[config.mk]
export PLATFORM = sky130hd
export DESIGN_NAME = seu_mem_scrubber
export DESIGN_NICKNAME = d
export VERILOG_FILES = /design/src/rtl/seu_scrub_pkg.sv /design/src/rtl/hamming32t26d_dec.sv /design/src/rtl/hamming32t26d_enc.sv /design/src/rtl/seu_scrub_errlog.sv /design/src/rtl/seu_mem_scrubber.sv
export SDC_FILE = /design/constraint.sdc
export NUM_CORES = 1
export LEC_CHECK = 0
export ABC_CLOCK_PERIOD_IN_PS = 6800
export CAP_MARGIN = 20
export CORE_ASPECT_RATIO = 1.4
export CORE_UTILIZATION = 51
export DETAILED_ROUTE_END_ITERATION = 10
export GPL_ROUTABILITY_DRIVEN = 0
export GPL_TIMING_DRIVEN = 0
export MAX_ROUTING_LAYER = met4
export PLACE_DENSITY = 0.78
export REMOVE_ABC_BUFFERS = 1
export SYNTH_ARGS = -nofsm -noshare
export SYNTH_HDL_FRONTEND = slang
export SYNTH_SLANG_ARGS = --single-unit
[constraint.sdc]
create_clock -name clk_i -period 6.8 [get_ports clk_i]
set_input_delay 1.7 -clock clk_i [delete_from_list [all_inputs] [get_ports clk_i]]
set_output_delay 1.7 -clock clk_i [all_outputs]
set_load 0.02 [all_outputs]
[src/rtl/seu_scrub_pkg.sv]
// Shared types and constants for the SEC-DED memory scrubber.
package seu_scrub_pkg;
  localparam int unsigned CW_WIDTH   = 32;
  localparam int unsigned DATA_WIDTH = 26;
  localparam int unsigned SYN_WIDTH  = 5;

  typedef enum logic [2:0] {WAIT, RD, RWAIT, CHK, WR, NEXT} scrub_state_t;

  // Codeword bit 0 is overall parity; Hamming check bits sit at power-of-two positions.
  function automatic logic is_check_pos(input int unsigned pos);
    return (pos & (pos - 1)) == 0;
  endfunction
endpackage

[src/rtl/hamming32t26d_dec.sv]
// SEC-DED decoder: syndrome, overall parity and single-error-corrected data.
module hamming32t26d_dec
  import seu_scrub_pkg::*;
(
  input  logic [CW_WIDTH-1:0]   code_i,
  output logic [DATA_WIDTH-1:0] data_o,
  output logic [SYN_WIDTH-1:0]  syndrome_o,
  output logic                  parity_o
);
  always_comb begin
    logic [SYN_WIDTH-1:0] syn;
    logic [CW_WIDTH-1:0]  corr;
    int unsigned          j;
    syn = '0;
    for (int unsigned k = 0; k < SYN_WIDTH; k++)
      for (int unsigned pos = 1; pos < CW_WIDTH; pos++)
        if (pos[k]) syn[k] = syn[k] ^ code_i[pos];
    corr = code_i;
    if ((^code_i) && (syn != '0)) corr[syn] = ~corr[syn];
    data_o = '0;
    j      = 0;
    for (int unsigned pos = 1; pos < CW_WIDTH; pos++) begin
      if (!is_check_pos(pos)) begin
        data_o[j] = corr[pos];
        j++;
      end
    end
    syndrome_o = syn;
    parity_o   = ^code_i;
  end
endmodule

[src/rtl/hamming32t26d_enc.sv]
// SEC-DED encoder: 26 data bits -> 32-bit codeword (Hamming positions 1..31, parity at bit 0).
module hamming32t26d_enc
  import seu_scrub_pkg::*;
(
  input  logic [DATA_WIDTH-1:0] data_i,
  output logic [CW_WIDTH-1:0]   code_o
);
  always_comb begin
    logic [CW_WIDTH-1:0] cw;
    logic                p;
    int unsigned         j;
    cw = '0;
    j  = 0;
    for (int unsigned pos = 1; pos < CW_WIDTH; pos++) begin
      if (!is_check_pos(pos)) begin
        cw[pos] = data_i[j];
        j++;
      end
    end
    for (int unsigned k = 0; k < SYN_WIDTH; k++) begin
      p = 1'b0;
      for (int unsigned pos = 1; pos < CW_WIDTH; pos++)
        if (pos[k]) p = p ^ cw[pos];
      cw[1 << k] = p;
    end
    cw[0]  = ^cw[CW_WIDTH-1:1];
    code_o = cw;
  end
endmodule

[src/rtl/seu_scrub_errlog.sv]
// Saturating SEC/DED counters with clear priority, plus DED address log and irq pulse.
module seu_scrub_errlog #(
  parameter int unsigned CNT_W  = 16,
  parameter int unsigned ADDR_W = 8
) (
  input  logic              clk_i,
  input  logic              rst_i,
  input  logic              clr_i,
  input  logic              sec_i,
  input  logic              ded_i,
  input  logic [ADDR_W-1:0] addr_i,
  output logic [CNT_W-1:0]  sec_cnt_o,
  output logic [CNT_W-1:0]  ded_cnt_o,
  output logic              ded_irq_o,
  output logic [ADDR_W-1:0] ded_addr_o
);
  // A clear coinciding with an event leaves a count of one so the event is kept.
  function automatic logic [CNT_W-1:0] cnt_next(input logic [CNT_W-1:0] cnt,
                                                input logic inc, input logic clr);
    if (clr) return inc ? CNT_W'(1) : '0;
    if (inc && (cnt != '1)) return cnt + 1'b1;
    return cnt;
  endfunction

  always_ff @(posedge clk_i or posedge rst_i) begin
    if (rst_i) begin
      sec_cnt_o  <= '0;
      ded_cnt_o  <= '0;
      ded_irq_o  <= 1'b0;
      ded_addr_o <= '0;
    end else begin
      sec_cnt_o <= cnt_next(sec_cnt_o, sec_i, clr_i);
      ded_cnt_o <= cnt_next(ded_cnt_o, ded_i, clr_i);
      ded_irq_o <= ded_i;
      if (ded_i)      ded_addr_o <= addr_i;
      else if (clr_i) ded_addr_o <= '0;
    end
  end
endmodule

[src/rtl/seu_mem_scrubber.sv]
// Background SEC-DED scrubber: reads each word, writes back corrected singles, logs doubles.
module seu_mem_scrubber
  import seu_scrub_pkg::*;
#(
  parameter  int unsigned DEPTH    = 256,
  parameter  int unsigned INTERVAL = 1024,
  parameter  int unsigned CNT_W    = 16,
  localparam int unsigned ADDR_W   = $clog2(DEPTH)
) (
  input  logic                clk_i,
  input  logic                rst_i,
  input  logic                en_i,
  input  logic                clr_i,
  output logic                mem_req_o,
  input  logic                mem_gnt_i,
  output logic                mem_we_o,
  output logic [ADDR_W-1:0]   mem_addr_o,
  output logic [CW_WIDTH-1:0] mem_wdata_o,
  input  logic                mem_rvalid_i,
  input  logic [CW_WIDTH-1:0] mem_rdata_i,
  input  logic                snoop_we_i,
  input  logic [ADDR_W-1:0]   snoop_addr_i,
  output logic [CNT_W-1:0]    sec_cnt_o,
  output logic [CNT_W-1:0]    ded_cnt_o,
  output logic                ded_irq_o,
  output logic [ADDR_W-1:0]   ded_addr_o,
  output logic                pass_done_o
);
  localparam int unsigned IW = (INTERVAL > 0) ? $clog2(INTERVAL + 1) : 1;

  scrub_state_t          state_q, state_d;
  logic [ADDR_W-1:0]     ptr_q;
  logic [IW-1:0]         ivl_q;
  logic [CW_WIDTH-1:0]   cap_q;
  logic                  stale_q;
  logic [DATA_WIDTH-1:0] dec_data;
  logic [SYN_WIDTH-1:0]  dec_syn;
  logic                  dec_par;
  logic                  hit, last, is_sec, is_ded, sec_evt, ded_evt;

  hamming32t26d_dec u_dec (.code_i(cap_q), .data_o(dec_data), .syndrome_o(dec_syn), .parity_o(dec_par));
  hamming32t26d_enc u_enc (.data_i(dec_data), .code_o(mem_wdata_o));

  assign hit        = snoop_we_i && (snoop_addr_i == ptr_q);
  assign last       = (ptr_q == ADDR_W'(DEPTH - 1));
  assign is_sec     = dec_par;
  assign is_ded     = !dec_par && (dec_syn != '0);
  assign mem_addr_o = ptr_q;

  always_comb begin
    state_d     = state_q;
    mem_req_o   = 1'b0;
    mem_we_o    = 1'b0;
    sec_evt     = 1'b0;
    ded_evt     = 1'b0;
    pass_done_o = 1'b0;
    case (state_q)
      WAIT:  if (en_i && (ivl_q == '0)) state_d = RD;
      RD: begin
        mem_req_o = 1'b1;
        if (mem_gnt_i) state_d = RWAIT;
      end
      RWAIT: if (mem_rvalid_i) state_d = CHK;
      CHK: begin
        sec_evt = is_sec;
        ded_evt = is_ded;
        state_d = (is_sec && !(stale_q || hit)) ? WR : NEXT;
      end
      // A snoop hit withdraws the write in the same cycle so stale data never lands.
      WR: begin
        mem_req_o = !hit;
        mem_we_o  = !hit;
        if (hit || mem_gnt_i) state_d = NEXT;
      end
      NEXT: begin
        pass_done_o = last;
        state_d     = ((INTERVAL == 0) && en_i) ? RD : WAIT;
      end
      default: state_d = WAIT;
    endcase
  end

  always_ff @(posedge clk_i or posedge rst_i) begin
    if (rst_i) begin
      state_q <= WAIT;
      ptr_q   <= '0;
      ivl_q   <= IW'(INTERVAL);
      cap_q   <= '0;
      stale_q <= 1'b0;
    end else begin
      state_q <= state_d;
      case (state_q)
        WAIT:  if (en_i && (ivl_q != '0)) ivl_q <= ivl_q - 1'b1;
        RD:    if (mem_gnt_i) stale_q <= hit;
        RWAIT: begin
          stale_q <= stale_q | hit;
          if (mem_rvalid_i) cap_q <= mem_rdata_i;
        end
        CHK, WR: stale_q <= stale_q | hit;
        NEXT: begin
          ptr_q <= last ? '0 : ptr_q + 1'b1;
          ivl_q <= IW'(INTERVAL);
        end
        default: ;
      endcase
    end
  end

  seu_scrub_errlog #(.CNT_W(CNT_W), .ADDR_W(ADDR_W)) u_errlog (
    .clk_i     (clk_i),
    .rst_i     (rst_i),
    .clr_i     (clr_i),
    .sec_i     (sec_evt),
    .ded_i     (ded_evt),
    .addr_i    (ptr_q),
    .sec_cnt_o (sec_cnt_o),
    .ded_cnt_o (ded_cnt_o),
    .ded_irq_o (ded_irq_o),
    .ded_addr_o(ded_addr_o)
  );
endmodule
# ---- After elaboration in Yosys (flattened, before gate mapping)
# Index checks and enable logic that the tools add are counted.
dict set report word_totals {
  regBits 96
  out_inout_bits 84
  inputBits 47
}
dict set report classes {
  bitwise 147
  eq_ne 14
  muxes 39
  n_reduce_logical 30
  magnitude_cmp 2
  addsub 4
}
# op n
set ops {}
lappend ops {{bitwise XOR 1 bit} 145}
lappend ops {{2-to-1 mux 16 bit} 8}
lappend ops {{adder 16 x 1 -> 16 bit (second input constant)} 2}
lappend ops {{bitwise mux 32 bit} 1}
lappend ops {{2-to-1 mux 32 bit} 1}
lappend ops {{inequality test 16 bit (second input constant)} 2}
lappend ops {{parity 32 bit} 1}
lappend ops {{parity 31 bit} 1}
lappend ops {{2-to-1 mux 8 bit} 3}
lappend ops {{case mux 11 bit (2 select lines)} 1}
lappend ops {{2-to-1 mux 1 bit} 15}
lappend ops {{case mux 3 bit (5 select lines)} 1}
lappend ops {{2-to-1 mux 3 bit} 4}
lappend ops {{logical NOT 11 bit} 1}
lappend ops {{2-to-1 mux 11 bit} 1}
lappend ops {{nonzero test 11 bit} 1}
lappend ops {{subtractor 11 x 1 -> 11 bit (second input constant)} 1}
lappend ops {{inequality test 2 bit (second input constant)} 5}
lappend ops {{nonzero test 2 bit} 5}
lappend ops {{logical AND 1 bit} 9}
lappend ops {{adder 8 x 1 -> 8 bit (second input constant)} 1}
lappend ops {{== test 8 bit} 1}
lappend ops {{== test 8 bit (second input constant)} 1}
lappend ops {{== test 3 x 2 -> 1 bit (second input constant)} 2}
lappend ops {{other kinds (16)} 23}

# ---- Depth between registers and ports, before layout
# Gate-level depths: netlist (run 1).
dict set report depth {
  ltp_word 36
  depth_mapped 18
}

# ---- By module
# A second synthesis (run 1) with hierarchy kept.
dict set report hier_totals {
  cells_unflattened 696
  area_unflattened_um2 7005.5
}
# mod cells_per_inst area_each_um2 instances
set modules_own_cells {}
lappend modules_own_cells {seu_mem_scrubber 226 2615.0 1}
lappend modules_own_cells {seu_scrub_errlog 230 2153.3 1}
lappend modules_own_cells {hamming32t26d_dec 168 1524.0 1}
lappend modules_own_cells {hamming32t26d_enc 72 713.2 1}

# ---- Least setup slack after synthesis (run 1)
# OpenSTA, ideal clock, no wires.
dict set report synth_path {
  kind {flip-flop to output port}
  start {register cap_q[23]}
  end {output mem_wdata_o[0]}
  arrival_ns 4.710
  slack_ns 0.390
  path_stages_with_launch 18
  cell_sequence {dfrtp_1 buf_2 xnor2_2 xnor3_1 xnor3_2 buf_4 nand2_1 nand2_1 o22ai_1 or4_4 or3_4 buf_6 xnor2_1 o32a_1 o22ai_1 xnor2_1 xnor3_1 xnor3_1}
}
dict set report synth_via {
  elab_chain_len 30
  elab_cells_between_ends 108
  cone_classes {order compare: 2; mux: 6; bitwise: 95; reduce/logical: 5}
}
# item line_no
set synth_lines {}
lappend synth_lines {{start, declared} seu_mem_scrubber.sv:34} ;# logic [CW_WIDTH-1:0] cap_q;
lappend synth_lines {{start signal, assigned} seu_mem_scrubber.sv:97} ;# if (mem_rvalid_i) cap_q <= mem_rdata_i;
lappend synth_lines {{bitwise XOR 1 bit (9 in a row)} hamming32t26d_dec.sv:17} ;# if (pos[k]) syn[k] = syn[k] ^ code_i[pos];
lappend synth_lines {{< comparator 5 x 6 -> 1 bit (not written as such) / >= comparator 5 x 1 -> 1 bit (equally long branches)} hamming32t26d_dec.sv:19} ;# if ((^code_i) && (syn != '0)) corr[syn] = ~corr[syn];
lappend synth_lines {{logical AND 1 bit (not written as such)} hamming32t26d_dec.sv:19}
lappend synth_lines {{2-to-1 mux 1 bit (not written as such)} hamming32t26d_dec.sv:19}
lappend synth_lines {{demux 1 bit (select 5 bit)} n/a}
lappend synth_lines {{bitwise mux 32 bit} hamming32t26d_dec.sv:19}
lappend synth_lines {{2-to-1 mux 32 bit *} hamming32t26d_dec.sv:19}
lappend synth_lines {{bitwise XOR 1 bit (14 in a row)} hamming32t26d_enc.sv:23} ;# if (pos[k]) p = p ^ cw[pos];
lappend synth_lines {{parity 31 bit *} hamming32t26d_enc.sv:26} ;# cw[0] = ^cw[CW_WIDTH-1:1];
lappend synth_lines {{end, declared} seu_mem_scrubber.sv:18} ;# output logic [CW_WIDTH-1:0] mem_wdata_o,
# Mark *: on every way between the ends. The rest lies on a longest branch, timed or not. The select of a mux whose other input is x is not followed.

# ---- Worst setup path in the final report (run 1)
dict set report layout_path {
  start {register cap_q[13]}
  end {output mem_wdata_o[0]}
}
dict set report layout_via {
  elab_chain_len 32
  elab_cells_between_ends 116
  cone_classes {order compare: 2; mux: 6; bitwise: 103; reduce/logical: 5}
}
# item line_no
set layout_lines {}
lappend layout_lines {{bitwise XOR 1 bit (11 in a row)} hamming32t26d_dec.sv:17}
lappend layout_lines {{< comparator 5 x 6 -> 1 bit (not written as such) / >= comparator 5 x 1 -> 1 bit (equally long branches)} hamming32t26d_dec.sv:19}
lappend layout_lines {{logical AND 1 bit (not written as such)} hamming32t26d_dec.sv:19}
lappend layout_lines {{2-to-1 mux 1 bit (not written as such)} hamming32t26d_dec.sv:19}
lappend layout_lines {{demux 1 bit (select 5 bit)} n/a}
lappend layout_lines {{bitwise mux 32 bit} hamming32t26d_dec.sv:19}
lappend layout_lines {{2-to-1 mux 32 bit *} hamming32t26d_dec.sv:19}
lappend layout_lines {{bitwise XOR 1 bit (14 in a row)} hamming32t26d_enc.sv:23}
lappend layout_lines {{parity 31 bit *} hamming32t26d_enc.sv:26}
# Marks and branches as above.

==> results.json, run 1 <==
{
  "ioPinCount": 131,
  "ant_nets": 0,
  "multi_input_area_um2": 5270,
  "crit_top_cell": "buf_4",
  "grt_pass1_vias": 7016,
  "dp_hpwl_mm": 14.1,
  "wl_mm": 25.9,
  "clock-sinks": 96,
  "critical_path.cell_chain": "xnor2_2 -> xnor3_2 -> buf_4 -> xnor3_1 -> o21ai_0 -> o32ai_1 -> a2111o_1 -> buf_6 -> nor3_4 -> buf_4 -> buf_4 -> buf_4 -> a21oi_1 -> xnor2_1 -> xor2_1 -> xnor3_1 -> xnor2_1 -> xnor3_1 -> buf_6",
  "fin_tns_setup_ns": -1.66,
  "fin_crit_ns": 7.47,
  "via_per_inst": 6.13,
  "clockBufferDepth": 2,
  "syn-instance-count": 822,
  "ys.flop_type": "dfrtp_1",
  "final_cell_mix": "clkdlybuf4s50_1 (124), nor2_1 (105), nand2_1 (84)",
  "drcViolationCount": 0,
  "wl_per_cell_um": 21.5,
  "cp.arrival_ns": 5.77,
  "slew_violations": 0,
  "fmax_mhz": 134,
  "ys_types": 69,
  "tightest_slew_ns": 1.03,
  "yosys-top-cells-area": "dfrtp_1 (33%), xnor2_1 (10%), xor2_1 (6.2%), nor2_1 (5.4%), nand2_1 (4.3%)",
  "cts_tree": "built",
  "path_max_fanout": 7,
  "globalRouteOverflowTotal": 0,
  "hold_path.class": "register to register",
  "first_pass_iters": 6,
  "critPathSlowestCell": "xnor2_1",
  "cts_buffers": 9,
  "setup_ws_ns": -0.667,
  "startpoint_type": "register",
  "worstSkewPairLatency_ns": 0.36,
  "drv_cap": 0,
  "setup.worst_path.class": "register to output pin",
  "syn_area_um2": 7300,
  "ys_ff_latch": 96,
  "synth_edf_count": 0,
  "setup_viol": 6,
  "status": "complete, but fails checks",
  "seq_area_frac_synth": 0.329,
  "pre_cts_ws_ns": -1.36,
  "crit_required_ns": 5.10,
  "nFillCells": 878,
  "hold_viol": 0,
  "cp_slowest_stage_delay_ns": 0.60,
  "layout.cells.most_common": "clkdlybuf4s50_1",
  "synth_top_cell_area_share": 0.326,
  "grt_usage": 0.344,
  "synth_top_cell_by_area": "dfrtp_1",
  "regArea_um2": 2430,
  "start_util": 0.523,
  "chipWidth_um": 103,
  "relSlewSlack": 0.311,
  "grt_pass1_wl_mm": 36.6,
  "cts_root_buf": "clkbuf_16",
  "ys_warn_count": 0,
  "hold_buffers": 0,
  "dpl_cell_area_um2": 8750,
  "postLayoutCellArea_um2": 10400,
  "fin_crit_sh": 1.10,
  "nNetsFinal": 1066,
  "instances_no_fill": 1206,
  "rows": 51,
  "cts.reportedPaths.clkPinSlew_ns": 0.08,
  "violations": "negative setup slack",
  "dp.cells": 1101,
  "initialDrtViolationCount": 666,
  "async_flop_share": 1.00,
  "route.vias.total": 7391,
  "core_area_um2": 14000,
  "syn_to_final_growth_pct": 42.5,
  "antenna_found_initial": 1,
  "port_buffers": 130,
  "end_kind": "output pin",
  "syn-mean-instance-area_um2": 8.88,
  "final_layout_size_suffix_gt1_frac": 0.254,
  "grt_max_degree": 53,
  "dieHeight_um": 144,
  "die-area_um2": 14800,
  "grt_setup_unrepaired": "true",
  "cts_max_level": 3,
  "clock_skew_ns": 0.0108
}
## synthesized netlist by cell type, types with 13 or more instances
library cell	number
a21oi_1	40
clkbuf_1	25
dfrtp_1	95
inv_1	26
mux2_2	24
mux2i_1	16
nand2_1	84
nand2b_1	13
nand3_1	21
nor2_1	106
nor3_1	18
o21ai_0	48
xnor2_1	85
xor2_1	52
## routing by layer
layer	wire [um]	up-vias	share of wire	GRT usage
met5	0	-	0	-
met4	2070	0	0.080	0.222
met3	2710	181	0.10	0.121
met2	12400	511	0.48	0.537
met1	8710	3487	0.34	0.366
li1	-	3212	-	-
## per-stage QoR
stage	hold WS [ns]	utilization
after floorplan	0.474	-
after global placement	0.501	0.618
after detailed placement	0.504	0.626
after CTS	0.540	0.702
after global routing	0.569	0.745
final	0.541	0.745
## sequential cells by signal (all words and copies together) (netlist names)
name	flops
u_errlog.ded_addr_o	8
u_errlog.ded_irq_o	1
mem_addr_o	8
stale_q	1
state_q	3
u_errlog.ded_cnt_o	16
ivl_q	11
cap_q	32
u_errlog.sec_cnt_o	16
## layout make-up
class	count	share of cell area
clock buffers	9	0.0216
repair buffers	220	0.200
multi-input cells	662	0.506
diodes	1	0.000240
well taps	185	0.0222
inverters	26	0.00962
flip-flops and latches	96	0.233
clock inverters	7	0.00673
## final timing paths
check,start,to,slack (ns),cells past startpoint
min reg2reg,stale_q$_DFFE_PP0P_,stale_q$_DFFE_PP0P_,0.54,2
max,cap_q[13]$_DFFE_PP0P_,mem_wdata_o[0],-0.67,19
min,stale_q$_DFFE_PP0P_,stale_q$_DFFE_PP0P_,0.54,2
min in group asynchronous,rst_i,u_errlog.ded_addr_o[3]$_DFFE_PP0P_,1.76,2
max in group asynchronous,rst_i,cap_q[31]$_DFFE_PP0P_,4.37,3
max reg2reg,cap_q[27]$_DFFE_PP0P_,u_errlog.ded_cnt_o[13]$_DFFE_PP0P_,2.67,14
## worst max-delay path: cells and delay by family (launching register included)
family	cells	cell delay (ns)
flip-flops	1	0.50
XOR/XNOR	8	2.85
AND/OR/NAND/NOR	1	0.20
buffers and inverters	6	0.89
AO/OA/AOI/OAI	4	0.96
## cell families (layout without fill, tap and decap cells)
kind of cell / after synthesis / after routing / synth area share
buf+inv: 68 / 262 / 0.0406
mux: 44 / 44 / 0.0678
simple gates: 307 / 310 / 0.199
xor+xnor: 162 / 163 / 0.239
fa+ha+maj: 4 / 4 / 0.00685
other cells: 0 / 1 / 0
compound gates: 141 / 141 / 0.118
flops: 96 / 96 / 0.329
## what timing repair did
item                                    in CTS  in global routing
buffers inserted                            46                 38
pin swaps                                   28                 29
hold endpoints to repair                     0                  0
endpoints found under the setup margin      25                  8
gates cloned                                 4                  0
gates resized for setup                     78                 74
Power of run 1 is not shown: default switching activity piles up to over one toggle a cycle in this logic, so the estimate is an artifact.
==> run 2: changes to the inputs <==
--- a/config.mk
+++ b/config.mk
@@ -15,6 +15,7 @@
 export MAX_ROUTING_LAYER = met4
 export PLACE_DENSITY = 0.78
 export REMOVE_ABC_BUFFERS = 1
+export SETUP_SLACK_MARGIN = 0.3
 export SYNTH_ARGS = -nofsm -noshare
 export SYNTH_HDL_FRONTEND = slang
 export SYNTH_SLANG_ARGS = --single-unit
==> results.json, run 2 (synthesis gave the netlist of run 1 again) <==
{
  "status": "complete, but fails checks",
  "violations": "negative setup slack",
  "via_per_inst": 6.18,
  "top_register": "cap_q",
  "hold_path.class": "register to register",
  "nFillCells": 875,
  "n_antenna_cell": 0,
  "ioPinCount": 131,
  "cts_tree": "built",
  "chipWidth_um": 103,
  "final_layout_size_suffix_gt1_frac": 0.253,
  "port_buffers": 130,
  "setup_ws_ns": -0.535,
  "hold_viol": 0,
  "ant_nets": 0,
  "cp.arrival_ns": 5.63,
  "hold_buffers": 0,
  "whs_ns": 0.543,
  "grt_pass1_wl_mm": 37.1,
  "initialDrtViolationCount": 558,
  "end_kind": "output pin",
  "grt_max_degree": 53,
  "cts.reportedPaths.clkPinSlew_ns": 0.07,
  "worstSkewPairLatency_ns": 0.36,
  "nNetsFinal": 1068,
  "startpoint_type": "register",
  "cts_root_buf": "clkbuf_16",
  "largest_register_ff_count": 32,
  "setup.worst_path.class": "register to output pin",
  "core_area_um2": 14000,
  "fin_crit_ns": 7.33,
  "first_pass_iters": 5,
  "fin_crit_sh": 1.08,
  "rows": 51,
  "die-area_um2": 14800,
  "tightest_slew_ns": 1.02,
  "cts_buffers": 9,
  "grt_usage": 0.347,
  "drcViolationCount": 0,
  "dieHeight_um": 144,
  "largest_registers": "cap_q: 32 flops, u_errlog.ded_cnt_o: 16 flops, u_errlog.sec_cnt_o: 16 flops",
  "start_util": 0.523,
  "layout.cells.most_common": "clkdlybuf4s50_1",
  "setup_viol": 6,
  "path_max_fanout": 11,
  "wl_per_cell_um": 21.3,
  "grt_pass1_vias": 7192,
  "clock-sinks": 96,
  "antenna_found_initial": 0,
  "wl_mm": 25.8,
  "final_cell_mix": "clkdlybuf4s50_1 (122), nor2_1 (106), nand2_1 (84)",
  "cts_max_level": 3,
  "crit_required_ns": 5.10,
  "grt_setup_unrepaired": "true",
  "clock_skew_ns": 0.00826,
  "globalRouteOverflowTotal": 0,
  "syn_to_final_growth_pct": 42.5,
  "relSlewSlack": 0.316,
  "slew_violations": 0,
  "fmax_mhz": 136,
  "dp_hpwl_mm": 14.1,
  "route.vias.total": 7465,
  "clockBufferDepth": 2,
  "drv_cap": 0
}
==> run 2: cell count changes in the layout (fill, tap and decap cells not counted), moves of 2 or more <==
cell             change
o21ai_1              +2
buf_4                -6
dlymetal6s2s_1       +2
a21oi_4              -2
nor3_1               +2
a21oi_2              +4
nor3_2               -2
buf_6               +10
a21oi_1              -2
clkdlybuf4s50_1      -2
==> run 2: repair_timing <==
| action | CTS | global route |
|---|---|---|
| pin swaps | 46 | 16 |
| gates cloned | 4 | 0 |
| resized for setup | 114 | 46 |
| hold endpoints to repair | 0 | 0 |
| setup endpoints to repair | 30 | 14 |
| buffers inserted | 67 | 19 |
==> run 2: per-stage QoR <==
step | area (um^2) | utilization | setup slack, ns | std cells | setup TNS, ns
global route | 10400 | 0.745 | -0.875 | 1207 | -2.95
global placement | 8640 | 0.618 | -1.35 | 1095 | -46.79
detailed placement | 8750 | 0.626 | -1.36 | 1101 | -6.58
finish | 10400 | 0.745 | -0.535 | 1207 | -1.56
floorplan | 7100 | - | -0.0384 | 780 | -0.0749
CTS | 10100 | 0.721 | -0.116 | 1188 | -0.116
==> run 2: layout make-up <==
| cell class | count | area (um^2) | area share |
|---|---|---|---|
| Timing Repair Buffer | 222 | 2130 | 0.205 |
| Clock inverter | 7 | 70.1 | 0.00673 |
| Tap cell | 185 | 231 | 0.0222 |
| Sequential cell | 96 | 2430 | 0.233 |
| Clock buffer | 9 | 225 | 0.0216 |
| Inverter | 26 | 100 | 0.00962 |
| Multi-Input combinational cell | 662 | 5220 | 0.502 |
==> run 2: final timing paths <==
path | start | to | slack (ns) | cells after the start
min reg2reg | stale_q$_DFFE_PP0P_ | stale_q$_DFFE_PP0P_ | 0.54 | 2
max in group asynchronous | rst_i | cap_q[31]$_DFFE_PP0P_ | 4.35 | 3
max | cap_q[19]$_DFFE_PP0P_ | mem_wdata_o[0] | -0.53 | 16
min | stale_q$_DFFE_PP0P_ | stale_q$_DFFE_PP0P_ | 0.54 | 2
min in group asynchronous | rst_i | u_errlog.ded_addr_o[3]$_DFFE_PP0P_ | 1.77 | 2
max reg2reg | cap_q[15]$_DFFE_PP0P_ | u_errlog.ded_cnt_o[13]$_DFFE_PP0P_ | 2.75 | 16
==> run 2: worst max-delay path, cell delays in order (launching register included) <==
cell,delay (ns)
dfrtp_2,0.48
xnor2_4,0.29
buf_6,0.16
xnor3_2,0.38
buf_4,0.16
buf_4,0.15
xnor2_4,0.45
nand3_1,0.47
nor2_1,0.52
a22oi_1,0.22
o2111ai_2,0.47
xnor2_2,0.17
xnor2_1,0.27
xnor2_1,0.17
xnor3_1,0.37
xnor3_1,0.39
buf_6,0.14
==> run 2: layer usage <==
layer,share of wire,up-vias,global-route usage
li1,-,3218,-
met1,0.33,3486,0.368
met2,0.48,557,0.554
met3,0.11,204,0.104
met4,0.079,0,0.231
met5,0,-,-
Power of run 2 is left out for the same reason.
